[src/rtl/gen_env_adsr.sv]
// Gate-driven ADSR amplitude envelope for the oscillator sample stream.
// The envelope advances once per 48 kHz strobe. Each strobe also scales the
// incoming sample by the envelope level as it stood before that strobe's update.
module gen_env_adsr #(
   parameter bit RETRIG_ZERO = 1'b0  // 1: gate rise restarts attack from zero
) (
   input  logic        i_clk48,
   input  logic        i_rst48_n,
   input  logic        i_pulse,
   input  logic [15:0] i_sample,
   input  logic        i_gate,
   input  logic [15:0] i_attack_step,
   input  logic [15:0] i_decay_step,
   input  logic [15:0] i_sustain_lvl,
   input  logic [15:0] i_release_step,
   output logic [15:0] o_sample,
   output logic        o_pulse,
   output logic [15:0] o_env,
   output logic        o_active
);

   typedef enum logic [2:0] {
      StIdle,
      StAttack,
      StDecay,
      StSustain,
      StRelease
   } state_e;

   state_e             state_q, state_d;
   logic        [15:0] env_q, env_d;
   logic        [15:0] sample_q, sample_d;
   logic               pulse_q;

   logic        [16:0] atk_sum;
   logic        [15:0] dec_diff;
   logic signed [31:0] smp_ext;
   logic signed [31:0] env_ext;
   logic signed [31:0] prod;

   // Envelope next-state: only a strobe moves the FSM, otherwise everything holds.
   always_comb begin
      state_d  = state_q;
      env_d    = env_q;
      atk_sum  = {1'b0, env_q} + {1'b0, i_attack_step};
      dec_diff = env_q - i_decay_step;
      if (i_pulse) begin
         if (!i_gate && (state_q != StIdle) && (state_q != StRelease)) begin
            // Note off: level is frozen for this strobe, release starts on the next.
            state_d = StRelease;
         end else if (i_gate && ((state_q == StIdle) || (state_q == StRelease))) begin
            state_d = StAttack;
            if (RETRIG_ZERO) begin
               env_d = 16'h0000;
            end
         end else begin
            unique case (state_q)
               StAttack: begin
                  if ((i_attack_step == 16'h0000) || (atk_sum >= 17'h0FFFF)) begin
                     env_d   = 16'hFFFF;
                     state_d = StDecay;
                  end else begin
                     env_d = atk_sum[15:0];
                  end
               end
               StDecay: begin
                  // Sustain at or above the current level ends decay at once.
                  if ((i_sustain_lvl >= env_q) || (i_decay_step == 16'h0000) ||
                      (env_q < i_decay_step) || (dec_diff <= i_sustain_lvl)) begin
                     env_d   = i_sustain_lvl;
                     state_d = StSustain;
                  end else begin
                     env_d = dec_diff;
                  end
               end
               StSustain: begin
                  env_d = i_sustain_lvl;
               end
               StRelease: begin
                  if ((i_release_step == 16'h0000) || (env_q <= i_release_step)) begin
                     env_d   = 16'h0000;
                     state_d = StIdle;
                  end else begin
                     env_d = env_q - i_release_step;
                  end
               end
               StIdle: begin
                  env_d = 16'h0000;
               end
               default: begin
                  env_d   = 16'h0000;
                  state_d = StIdle;
               end
            endcase
         end
      end
   end

   // Sample scaling: signed sample times unsigned envelope, floor of product / 2^16.
   // The full product always fits in 32 signed bits, so no saturation is needed.
   always_comb begin
      smp_ext  = {{16{i_sample[15]}}, i_sample};
      env_ext  = {16'h0000, env_q};
      prod     = smp_ext * env_ext;
      sample_d = i_pulse ? 16'(prod >>> 16) : sample_q;
   end

   // State, envelope and output registers; reset drops straight to idle.
   always_ff @(posedge i_clk48 or negedge i_rst48_n) begin
      if (!i_rst48_n) begin
         state_q  <= StIdle;
         env_q    <= 16'h0000;
         sample_q <= 16'h0000;
         pulse_q  <= 1'b0;
      end else begin
         state_q  <= state_d;
         env_q    <= env_d;
         sample_q <= sample_d;
         pulse_q  <= i_pulse;
      end
   end

   assign o_sample = sample_q;
   assign o_pulse  = pulse_q;
   assign o_env    = env_q;
   assign o_active = (state_q != StIdle);

endmodule

[config.mk]
export PLATFORM = sky130hd
export DESIGN_NAME = gen_env_adsr
export DESIGN_NICKNAME = d
export VERILOG_FILES = /design/src/rtl/gen_env_adsr.sv
export SDC_FILE = /design/constraint.sdc
export NUM_CORES = 1
export LEC_CHECK = 0
export ABC_AREA = 1
export CORE_ASPECT_RATIO = 0.5
export CORE_MARGIN = 4
export CORE_UTILIZATION = 35
export CTS_CLUSTER_DIAMETER = 120
export DETAILED_ROUTE_END_ITERATION = 8
export SETUP_SLACK_MARGIN = 0.4
export SLEW_MARGIN = 5
export SYNTH_ARGS = -nofsm -noshare
export SYNTH_HDL_FRONTEND = slang
export SYNTH_SLANG_ARGS = --single-unit
[constraint.sdc]
create_clock -name i_clk48 -period 13.4 [get_ports i_clk48]
set_input_delay 1.34 -clock i_clk48 [delete_from_list [all_inputs] [get_ports i_clk48]]
set_output_delay 1.34 -clock i_clk48 [all_outputs]
set_load 0.05 [all_outputs]
# ---- Yosys cells after proc, flatten, opt, wreduce, memory -nomap -nowiden
# Cells that the tools add are included.
dict set report word_totals {
  reg_bits 36
  input_bits 84
  output_inout_bits 34
  word_cells 52
}
dict set report op_classes {
  addsub 3
  n_mul 1
  order_cmp 5
  n_eq_ne 9
  n_mux 10
  n_bitwise 2
  n_reduce_logical 18
}
# operator count
set ops {}
lappend ops {{one-hot mux 16 bit (4 select lines)} 1}
lappend ops {{zero test 16 bit} 3}
lappend ops {{2-to-1 mux 16 bit} 3}
lappend ops {{less-or-equal comparator 16 bit} 2}
lappend ops {{multiplier 16 x 17 -> 32 bit} 1}
lappend ops {{subtractor 16 bit} 2}
lappend ops {{adder 16 x 16 -> 17 bit} 1}
lappend ops {{greater-or-equal comparator 17 x 16 -> 1 bit (second input constant)} 1}
lappend ops {{greater-or-equal comparator 16 bit} 1}
lappend ops {{less-than comparator 16 bit} 1}
lappend ops {{2-to-1 mux 3 bit} 5}
lappend ops {{one-hot mux 3 bit (4 select lines)} 1}
lappend ops {{inequality test 4 bit (second input constant)} 2}
lappend ops {{== test 3 x 2 -> 1 bit (second input constant)} 2}
lappend ops {{logical OR 1 bit} 6}
lappend ops {{AND reduction 5 bit} 1}
lappend ops {{inequality test 4 x 2 -> 1 bit (second input constant)} 1}
lappend ops {{== test 3 x 1 -> 1 bit (second input constant)} 1}
lappend ops {{== test 3 bit (second input constant)} 1}
lappend ops {{logical AND 1 bit} 3}
lappend ops {{zero test 3 bit} 1}
lappend ops {{inequality test 3 x 1 -> 1 bit (second input constant)} 1}
lappend ops {{inequality test 3 bit (second input constant)} 1}
lappend ops {{AND reduction 3 bit} 1}
lappend ops {{other kinds (4)} 5}

# ---- Logic depth before layout (Yosys ltp)
dict set report depth {
  word_depth 8
  ltp_mapped 28
  ltp_nobuf 26
}

# ---- Least setup slack after synthesis
# No wires, ideal clock.
dict set report synth_path {
  kind {input to register}
  start {in i_sample[7]}
  end {reg sample_q[13] (netlist: o_sample[13])}
  setup_ps 118
  arrival_ps 6304
  t_required_ps 13282
  slack_ps 6978
  path_stages 23
  n_path_buf 2
  path_cell_list {clkbuf_1 -> clkbuf_1 -> nand2_1 -> fa_1 -> inv_1 -> fa_1 -> inv_1 -> fa_1 -> inv_1 -> fa_1 -> fa_1 -> inv_1 -> fa_1 -> inv_1 -> ha_1 -> a21oi_1 -> o21ai_0 -> a21oi_1 -> nor2_1 -> a211oi_1 -> nand3_1 -> nand3_1 -> nand2_1}
}
dict set report synth_between {
  elab_chain_cells 1
}
# item line
set synth_lines {}
lappend synth_lines {{from (decl)} 10} ;# input logic [15:0] i_sample,
lappend synth_lines {{multiplier 16 x 17 -> 32 bit} 104} ;# prod = smp_ext * env_ext;
lappend synth_lines {{to (signal assigned)} 118} ;# sample_q <= sample_d;
lappend synth_lines {{to (decl)} 32} ;# logic [15:0] sample_q, sample_d;
# No other way between the ends.
# A chain may end at the register's enable or synchronous reset.

# ---- Worst setup path in the final report
dict set report layout_path {
  start {in i_sample[8]}
  end {reg sample_q[13] (netlist: o_sample[13])}
}
# The elaborated chain is that of the path after synthesis.

==> summary.txt <==
Outcome
  – Status: complete, no violations

Placement
  – Post-DP Area: ~0.016 mm2
  – Placed instance count: between 2000 and 3000
  – GP Congestion: 0.927
  – DP Wirelength: 37900 um
  – PortBufs: 117

Route
  – DRC Markers: 0
  – Drt via density: roughly 4.9
  – Detail Route Antenna Nets: 0
  – First-pass iteration count of the detailed router: 5
  – Drt first-iter violations: 773
  – Final WL: 45400 um
  – Routed len/inst: between 15 and 20 um
  – DR vias: 13375

Worst setup path
  – R2r startpoint: o_env[11]
  – Critical path required time: about 14 ns
  – CP Cell Sequence: clkdlybuf4s50_1, nand2_1, fa_1, inv_1, fa_1, fa_1, fa_1, fa_1, inv_1, fa_1, inv_1, ha_1, a21oi_1, o21ai_0, a21oi_1, nor2_1, a211oi_1, nand3_1, nand3_1, nand2_1
  – CP Class: in2reg
  – Crit-path max FO: 16
  – Worst path bufs/invs: 4
  – Nature of the critical path startpoint: primary input
  – FF-to-FF path depth: 20
  – Crit path to: o_sample[13]
  – Slack of the worst reg-to-reg path: 7.12 ns
  – Path length in cells of the critical path: 20
  – R2r endpoint: o_sample[9]
  – Slowest CP cell: clkdlybuf4s50_1
  – CP arrival: 7.29 ns
  – Worst setup startpoint: i_sample[8]
  – Critical path endpoint category: flop
  – CP peak stage delay: around 0.94 ns
  – Critical path's top delay family: adder cells
  – CP dominant cell by count: fa_1

Clock tree
  – Root Buffer: clkbuf_16
  – Clk pin slew, worst setup/hold paths: ~0.07 ns
  – PostCTS Resize Cnt: 0
  – Post-CTS setup buffers: 0
  – Clock Path Buffers: 2
  – TritonCTS Buffers: 5
  – Worst-skew pair later-pin latency: 0.29 ns
  – Sink Count: 36
  – TritonCTS clock tree: done
  – Hold bufs inserted after CTS: 0
  – H-tree depth: 2

Yosys
  – EDFF count, synth: 0
  – Ys flop type: dfrtp_1
  – Top cell type by total area after synthesis: fa_1
  – Syn nets: 2615
  – Top cells by area, synth: fa_1 (27%), ha_1 (17%), nand2_1 (15%)
  – Synthesized area: between 0.01 and 0.015 mm2
  – Ys async rst share: 100%
  – Post-synth top area share: 26.8%
  – Syn avg cell area: 6.83 um2
  – Register area share after synthesis: approximately 6.2%
  – Synth Register Bits: 36
  – Gate Count Post-Synth: 2141
  – Yosys warnings: 0
  – Synth cell types: 44

Finish
  – Nets@finish: 2679
  – Synthesis-to-finish area growth: 12.4%
  – Most frequent cells in the layout: nand2_1 (600), inv_1 (530), fa_1 (196)
  – Post-layout util: 40.2%
  – Proportion of layout cells with a drive suffix above 1: under 10%
  – Post-route cell area: 0.0164 mm2
  – Register area: around 900 um2
  – # fillers: 4350
  – Post-Layout Cell Count: 2747
  – Area occupied by multi-input gates: 0.0114 mm2
  – Commonest non-fill, non-tap cell in the layout: nand2_1

GRT
  – First-pass GRT wire length: 73000 um
  – Remaining global-route overflow: 0
  – Largest net degree at the start of global routing: 37
  – Vias in the first global route: 13338
  – Initial antenna violation count: 1
  – GRT Overall Usage: 20.1%

Timing
  – Final setup violation count: 0
  – Hold Violations, Final: 0
  – Fin crit share: 53.1%
  – Slew HR: 16.3%
  – Skew final: around 0.0034 ns
  – Slew Viols, Final: 0
  – Fin crit period: between 7 and 8 ns
  – Fmax: about 140 MHz
  – Worst Max-Slew Pin Slew: 1.26 ns
  – Fin Setup TNS: 0 ns
  – RSZ-0062 raised after global routing: no

Die
  – Top-Level Pins: 118
  – Initial core utilization: 35.8%
  – CORE AREA: 0.0409 mm2
  – Die Y: between 150 and 200 um
  – Row Count: 52
  – Full die area: 0.0453 mm2
  – DIE WIDTH: 297 um

Hold path
  – Hold crit path type: reg2reg

Run
  – Max-Cap Viols: 0
==> Yosys cell counts (6+ instances only) <==
cell type / count
nand4_1: 17
nand3_2: 6
nor4_1: 14
dfrtp_1: 36
nand2_1: 600
nor2_1: 90
xnor2_1: 15
o22ai_1: 12
a21o_1: 6
a21oi_1: 109
inv_1: 530
nor3_1: 15
nand3_1: 91
fa_1: 196
o21ai_0: 38
ha_1: 194
clkbuf_1: 64
xor2_1: 20
o21ai_1: 7
o21bai_1: 6
nand3b_1: 17
==> cells by family after synthesis <==
kind of cell,synth area share (%)
XOR/XNOR,2.10
adder cells (fa/ha/maj),43.4
AO/OA/AOI/OAI,7.65
buffers and inverters,15.9
flip-flops,6.16
AND/OR/NAND/NOR,24.8
==> layout make-up <==
| type | count | share of cell area [%] |
|---|---|---|
| Clock inverter | 3 | 0.259 |
| Antenna cell | 1 | 0.0152 |
| Multi-Input combinational cell | 1494 | 69.3 |
| Sequential cell | 36 | 5.48 |
| Timing Repair Buffer | 133 | 7.82 |
| Clock buffer | 5 | 0.761 |
| Inverter | 535 | 12.2 |
| Tap cell | 540 | 4.11 |
==> layer usage <==
metal	track usage [%]	vias to the layer above	share of wire, %	routed length (um)
li1	-	6614	-	-
met1	28.3	6300	47	21300
met2	32.4	402	44	20200
met3	3.36	59	6.4	2920
met4	4.56	0	2.2	994
met5	0	-	0	0
==> stage by stage <==
step | worst slack, ns | hold slack (ns)
global placement | 6.10 | 0.478
detailed placement | 6.05 | 0.464
finish | 6.29 | 0.494
floorplan | 6.98 | 0.486
CTS | 6.33 | 0.492
global route | 6.02 | 0.521
==> sequential cells by signal (all words and copies together), names as in the netlist <==
name / cells
state_q: 3
o_sample: 16
o_env: 16
o_pulse: 1
==> tightest hold or removal path, cell delays in order, from the launching register on <==
cell and delay [ns]:
dfrtp_1 0.35, nand2_1 0.05, o21ai_0 0.06
==> worst min-delay path by stage <==
stage / end / startpoint / slack [ns] / cells after the start
CTS: o_sample[13] / o_sample[13] / 0.49 / 2
detailed placement: o_sample[13] / o_sample[13] / 0.46 / 2
finish: o_sample[3] / o_sample[3] / 0.49 / 2
floorplan: state_q[2] / state_q[2] / 0.49 / 2
global route: o_sample[13] / o_sample[13] / 0.52 / 2
global placement: o_sample[13] / o_sample[13] / 0.48 / 2
Power is left out: the tool's default activity adds up to more than one toggle a clock period on the data nets, which glitch-free logic cannot reach.
